### src/rtl/alu_result_serializer_pkg.sv
// ---------------------------------------------------------------------------
// alu_result_serializer_pkg
//   Shared types for the ALU result serializer: serializer FSM state
//   encoding, ALU unit identifiers in priority order, and the helpers used to
//   pick the winning unit and to detect simultaneous result flags.
//   No ports (package).
// ---------------------------------------------------------------------------
package alu_result_serializer_pkg;

    // Serializer FSM: waiting for a word, or streaming bytes of one word.
    typedef enum logic {
        IDLE = 1'b0,
        SEND = 1'b1
    } state_t;

    // Unit identifiers double as bit positions in the packed flag vector.
    // A lower value means a higher priority: arith > logic > cmp > shift.
    typedef enum logic [1:0] {
        UNIT_ARITH = 2'd0,
        UNIT_LOGIC = 2'd1,
        UNIT_CMP   = 2'd2,
        UNIT_SHIFT = 2'd3
    } unit_t;

    localparam int NUM_UNITS = 4;

    // Highest-priority unit with its flag set. With no flag set the result is
    // irrelevant because nothing is pushed.
    function automatic unit_t pick_unit(input logic [NUM_UNITS-1:0] flags);
        if (flags[UNIT_ARITH])      return UNIT_ARITH;
        else if (flags[UNIT_LOGIC]) return UNIT_LOGIC;
        else if (flags[UNIT_CMP])   return UNIT_CMP;
        else                        return UNIT_SHIFT;
    endfunction

    // True when two or more flags are set (clearing the lowest set bit
    // leaves something behind).
    function automatic logic multi_hot(input logic [NUM_UNITS-1:0] flags);
        return (flags & (flags - NUM_UNITS'(1))) != '0;
    endfunction

endpackage

### src/rtl/alu_result_serializer_fifo.sv
// ---------------------------------------------------------------------------
// result_fifo
//   Synchronous FIFO holding ALU result words waiting to be serialized.
//   Pointers carry one extra wrap bit so full and empty are distinguishable.
//   A push while full is accepted only when a pop happens in the same cycle.
// Ports:
//   clk    - clock, rising edge
//   rst    - asynchronous active-low reset (pointers only)
//   push   - write request, wdata is written when accepted
//   wdata  - word to write
//   pop    - read request, ignored while empty
//   rdata  - head word (valid while not empty)
//   full   - DEPTH words stored
//   empty  - no words stored
// ---------------------------------------------------------------------------
module result_fifo #(
    parameter int WIDTH = 16,
    parameter int DEPTH = 4
) (
    input  logic             clk,
    input  logic             rst,
    input  logic             push,
    input  logic [WIDTH-1:0] wdata,
    input  logic             pop,
    output logic [WIDTH-1:0] rdata,
    output logic             full,
    output logic             empty
);

    localparam int AW = $clog2(DEPTH);

    logic [WIDTH-1:0] mem [DEPTH];
    logic [AW:0]      wr_ptr;
    logic [AW:0]      rd_ptr;
    logic             do_push;
    logic             do_pop;

    assign do_pop  = pop && !empty;
    // A pop in the same cycle frees the slot, so a full FIFO can still accept.
    assign do_push = push && (!full || do_pop);

    // NOTE: sequential state is updated with non-blocking assignments so every
    // flop samples the pre-edge values regardless of statement order.
    always_ff @(posedge clk or negedge rst) begin
        if (!rst) begin
            wr_ptr <= '0;
            rd_ptr <= '0;
        end else begin
            if (do_push) wr_ptr <= wr_ptr + (AW+1)'(1);
            if (do_pop)  rd_ptr <= rd_ptr + (AW+1)'(1);
        end
    end

    // NOTE: the storage array has no reset; the pointers alone define which
    // entries are meaningful, and a reset-free array maps onto plain RAM.
    always_ff @(posedge clk) begin
        if (do_push) mem[wr_ptr[AW-1:0]] <= wdata;
    end

    assign rdata = mem[rd_ptr[AW-1:0]];
    assign empty = (wr_ptr == rd_ptr);
    assign full  = (wr_ptr[AW] != rd_ptr[AW]) &&
                   (wr_ptr[AW-1:0] == rd_ptr[AW-1:0]);

endmodule

### src/rtl/alu_result_serializer.sv
// ---------------------------------------------------------------------------
// alu_result_serializer
//   Collects results from four ALU units, keeps the highest-priority one per
//   cycle in a small FIFO and streams each word to a UART transmitter as
//   WIDTH/8 bytes, least-significant byte first, with a valid/ready handshake.
// Ports:
//   clk, rst                    - clock (rising edge), async active-low reset
//   arith/logic/cmp/shift_out   - unit result words
//   arith/logic/cmp/shift_flag  - unit result-valid pulses
//   tx_data, tx_valid, tx_ready - byte stream toward the transmitter
//   busy                        - words queued or a word being sent
//   overflow                    - sticky: a result was dropped (FIFO full)
//   multi_flag_err              - sticky: several flags in one cycle
// ---------------------------------------------------------------------------
module alu_result_serializer
    import alu_result_serializer_pkg::*;
#(
    parameter int WIDTH = 16,
    parameter int DEPTH = 4
) (
    input  logic             clk,
    input  logic             rst,
    input  logic [WIDTH-1:0] arith_out,
    input  logic [WIDTH-1:0] logic_out,
    input  logic [WIDTH-1:0] cmp_out,
    input  logic [WIDTH-1:0] shift_out,
    input  logic             arith_flag,
    input  logic             logic_flag,
    input  logic             cmp_flag,
    input  logic             shift_flag,
    output logic [7:0]       tx_data,
    output logic             tx_valid,
    input  logic             tx_ready,
    output logic             busy,
    output logic             overflow,
    output logic             multi_flag_err
);

    localparam int NUM_BYTES = WIDTH / 8;
    localparam int CNT_W     = (NUM_BYTES > 1) ? $clog2(NUM_BYTES) : 1;
    localparam logic [CNT_W-1:0] LAST_BYTE = CNT_W'(NUM_BYTES - 1);

    logic [NUM_UNITS-1:0] flags;
    logic                 push_req;
    logic [WIDTH-1:0]     push_data;
    logic                 pop;
    logic                 dropped;
    logic [WIDTH-1:0]     fifo_rdata;
    logic                 fifo_full;
    logic                 fifo_empty;

    state_t               state;
    logic [WIDTH-1:0]     shift_reg;
    logic [CNT_W-1:0]     byte_cnt;

    // Bit positions follow the unit_t encoding.
    assign flags    = {shift_flag, cmp_flag, logic_flag, arith_flag};
    assign push_req = |flags;

    // NOTE: every output of a combinational block gets a default first so no
    // path leaves it unassigned and no latch is inferred.
    always_comb begin
        push_data = '0;
        case (pick_unit(flags))
            UNIT_ARITH: push_data = arith_out;
            UNIT_LOGIC: push_data = logic_out;
            UNIT_CMP:   push_data = cmp_out;
            UNIT_SHIFT: push_data = shift_out;
            default:    push_data = '0;
        endcase
    end

    // Only IDLE pops, so the final byte of a word never overlaps a pop.
    assign pop     = (state == IDLE) && !fifo_empty;
    assign dropped = push_req && fifo_full && !pop;

    result_fifo #(
        .WIDTH (WIDTH),
        .DEPTH (DEPTH)
    ) u_fifo (
        .clk   (clk),
        .rst   (rst),
        .push  (push_req),
        .wdata (push_data),
        .pop   (pop),
        .rdata (fifo_rdata),
        .full  (fifo_full),
        .empty (fifo_empty)
    );

    always_ff @(posedge clk or negedge rst) begin
        if (!rst) begin
            state     <= IDLE;
            shift_reg <= '0;
            byte_cnt  <= '0;
        end else begin
            case (state)
                IDLE: begin
                    if (!fifo_empty) begin
                        shift_reg <= fifo_rdata;
                        byte_cnt  <= '0;
                        state     <= SEND;
                    end
                end
                SEND: begin
                    // tx_valid is high throughout SEND, so tx_ready alone
                    // completes the handshake.
                    if (tx_ready) begin
                        shift_reg <= shift_reg >> 8;
                        byte_cnt  <= byte_cnt + CNT_W'(1);
                        if (byte_cnt == LAST_BYTE) state <= IDLE;
                    end
                end
                default: state <= IDLE;
            endcase
        end
    end

    always_ff @(posedge clk or negedge rst) begin
        if (!rst) begin
            overflow       <= 1'b0;
            multi_flag_err <= 1'b0;
        end else begin
            if (dropped)          overflow       <= 1'b1;
            if (multi_hot(flags)) multi_flag_err <= 1'b1;
        end
    end

    // Outputs come straight from flops; tx_data stays put while stalled
    // because the shift register only moves on a handshake.
    assign tx_valid = (state == SEND);
    assign tx_data  = shift_reg[7:0];
    assign busy     = !fifo_empty || (state == SEND);

endmodule

### config.mk
export PLATFORM = sky130hd
export DESIGN_NAME = alu_result_serializer
export DESIGN_NICKNAME = d
export VERILOG_FILES = /design/src/rtl/alu_result_serializer_pkg.sv /design/src/rtl/alu_result_serializer_fifo.sv /design/src/rtl/alu_result_serializer.sv
export SDC_FILE = /design/constraint.sdc
export NUM_CORES = 1
export LEC_CHECK = 0
export CORE_UTILIZATION = 35
export DETAILED_ROUTE_END_ITERATION = 6
export PLACE_DENSITY = 0.62
export SYNTH_ARGS = -nofsm -noshare
export SYNTH_HDL_FRONTEND = slang
export SYNTH_SLANG_ARGS = --single-unit
### constraint.sdc
create_clock -name clk -period 2.48 [get_ports clk]
set_input_delay 0.248 -clock clk [delete_from_list [all_inputs] [get_ports clk]]
set_output_delay 0.248 -clock clk [all_outputs]
set_load 0.05 [all_outputs]
==> out/qor.txt <==
Critical Path End Type = output port
Worst Skew = 0.00791 ns
Die Y = 115 um
Clock-pin slew of the registers on the worst-case setup and hold paths = 0.07 ns
TritonCTS clock tree = done
Critical path launch point type = flip-flop
Register share of total power = 39.3%
Number of nets at the end of the flow = 461
Number of buffer and inverter stages on the critical path = 1
Syn avg cell area = 14.4 um2
Post-layout power = 6.54 mW
Actual transition at the worst max-transition pin = 1.05 ns
Number of top-level design ports = 83
Max incr delay on CP = 0.91 ns
Largest net degree at the start of global routing = 34
Fraction of registers with async set/reset = 28.9%
Worst VDD drop = 0.417 mV
Area added between synthesis and finish = 29.0%
Initial DRC count = 157
Number of flops mapped to enable cells by yosys = 64
Die Footprint = 0.0131 mm2
Status = completed
Period utilization = 87.8%
Min Clock Period, post-route = 2.18 ns
Areal power density over the cells = 1140 mW/mm2
Number of inserted diodes = 0
Largest register FFs = 64
Area fraction in compound gates after synthesis = 11.4%
Tightest slew margin relative to the limit = 29.5%
Fraction of layout cells with a size suffix above 1 = 17.9%
Cell class contributing the biggest share of worst-path delay = buffers and inverters
Initial Utilization = 36.4%
Cell with the largest stage delay on the worst path = clkdlybuf4s50_1
Total of cells resized after clock tree synthesis = 0
CTS buffer count = 9
Sum of net half-perimeters after detailed placement = 6.45 mm
Via density = 5.00
Proportion of synthesized chip area in sequential cells = 57.9%
Global route overflow = 0
Total of buffers placed on input and output ports = 82
Max Fclk = 459 MHz
Hold-fix buffer count after cts = 0
Detail Route Antenna Nets = 0
Number of max-cap violations = 0
Number of DRC violations after detailed routing = 0
Maximum fanout encountered on the critical timing path = 16
Adder and majority gate portion of the synthesized area = 1.63%
Yosys reg bits = 90
Number of cells on the worst reg-to-reg path = 3
CP Data Required Time = 2.23 ns
Clock Tree Root = clkbuf_16
Post-synthesis cell type with the largest combined area = edfxtp_1
Global-route wire length before repair = 13.9 mm
Number of antenna violations at the first check in global routing = 0
Launching element of the worst setup path = tx_valid
DR vias = 2790
Number of cell rows = 40
Gr usage total = 14.0%
Post-Syn Nets = 384
Vias in the first global route = 2664
Class of the tightest hold or removal check = in2async
Clock latency reported for the late side of the worst-skew pair = 0.33 ns
Number of levels in the clock H-tree = 3
Setup TNS = 0 ns
# clock sinks = 90
Area share of and/or/nand/nor cells after synthesis = 4.34%
XOR/XNOR Fraction of Synth Area = 2.85%
Critical Path Sink = tx_valid
Fin. Hold Viols = 0
First-pass iteration count of the detailed router = 4
Yosys warning count = 0
Number of distinct library cells after synthesis = 42
Sw Share = 36.8%
X dimension of the die = 115 um
Startpoint of the most critical register-to-register path = tx_valid
RSZ-0062 raised after global routing = no
Sw Pwr = 2.40 mW
Flop-to-flop setup slack = 0.44 ns
Top cells by area, synth = edfxtp_1 43%, dfrtp_1 15%, mux4_2 6.6%
Maximum count of clock buffers along a single path = 2
Global placement routability congestion = 0.718
Cell count after synthesis = 308
Utilization of the core after routing = 46.9%
Crit path cell chain = clkdlybuf4s50_1
Total routed wirelength = 8.68 mm
Internal = 4.14 mW
Terminus of the critical flop-to-flop path = shift_reg[5]
Clk pwr share = 19.1%
Number of max-slew violations in the final report = 0
Netlist area before placement = 0.00444 mm2
Core Region = 0.0122 mm2
Arrival @ worst endpoint = 1.93 ns
WP depth = 1
Comb pwr share = 41.6%
Synth Flop Type = edfxtp_1
Average wire length per cell after detail routing = 15.5 um
Leakage power total = 2.03 nW
# Post-CTS Setup Buffers = 0
Largest family of logic cells by synthesized area = multiplexers
Mux contribution to synthesized area = 16.5%
Worst Path Class, Setup = reg2out
Area share of the leading cell type in the synthesized netlist = 43.3%
Setup violators final = 0
==> cell type report <==
type / instances / area, um2
multi-input cells: 176 / 1630
well taps: 168 / 210
clock buffers: 9 / 225
fillers: 1123 / 6490
clock inverters: 7 / 52.6
inverters: 11 / 41.3
repair buffers: 97 / 993
flip-flops and latches: 90 / 2570
==> kinds of logic (layout without fill, tap and decap cells) <==
logic type / Yosys count / in the layout
fa+ha+maj: 6 / 6
xor+xnor: 11 / 11
simple gates: 44 / 44
buf+inv: 42 / 124
mux: 50 / 50
flops: 90 / 90
compound gates: 65 / 65
==> synth_stat cells, types with 8 or more instances <==
| master | number |
|---|---|
| o21ai_0 | 16 |
| buf_4 | 11 |
| nand2_1 | 33 |
| a22oi_1 | 8 |
| mux2_2 | 18 |
| dfrtp_1 | 26 |
| mux2i_1 | 16 |
| o211ai_1 | 8 |
| inv_1 | 10 |
| o311ai_0 | 13 |
| o311ai_1 | 9 |
| edfxtp_1 | 64 |
| mux4_2 | 13 |
| clkbuf_1 | 8 |
==> layer usage <==
metal	track usage, %	share of wire [%]	vias up
met3	2.86	6.1	9
met5	0	0	-
met2	21.8	45	117
met4	4.68	0.77	0
met1	19.6	48	1316
li1	-	-	1348
==> how the worst min path moves through the flow <==
stage	slack (ns)	to	depth (start not counted)	start
floorplan	-0.05	byte_cnt	0	rst
global placement	0.47	overflow	1	overflow
detailed placement	0.47	multi_flag_err	1	multi_flag_err
CTS	0.30	tx_valid	2	rst
global route	0.33	shift_reg[7]	2	rst
finish	0.30	shift_reg[7]	2	rst
==> placed cells by master, fill, tap and decap left out, types with 2 or more instances in the layout <==
cell type,n
ha_1,5
mux2i_1,16
xor2_2,2
edfxtp_1,64
o311ai_1,9
nand2_1,33
and2_1,4
o21bai_1,2
mux4_2,13
nand4_1,2
clkinvlp_4,2
xor2_1,4
a22oi_1,8
buf_12,5
inv_6,2
xnor2_2,2
xnor2_1,3
clkinv_1,2
o211ai_1,8
o311ai_0,13
o311ai_2,2
mux4_1,3
mux2_2,18
o21ai_0,16
clkdlybuf4s50_1,81
dfrtp_1,26
buf_4,11
inv_1,10
clkbuf_16,9
==> metrics by stage <==
step | area [um2] | instances | setup WS [ns] | hold slack, ns
detailed placement | 5450 | 542 | 0.446 | 0.473
global route | 5730 | 558 | 0.219 | 0.327
CTS | 5730 | 558 | 0.286 | 0.304
finish | 5730 | 558 | 0.302 | 0.295
global placement | 5450 | 542 | 0.471 | 0.470
floorplan | 4440 | 308 | 0.222 | -0.0476
==> power by group through the flow <==
stage / clock [mW] / combinational [mW] / sequential [mW]
finish: 1.25 / 2.72 / 2.57
global route: 1.33 / 2.97 / 2.63
CTS: 1.27 / 2.76 / 2.58
detailed placement: 0 / 2.75 / 2.61
global placement: 0 / 2.72 / 2.58
floorplan: 0 / 1.98 / 2.53
Power figures use the tool's default switching activity.
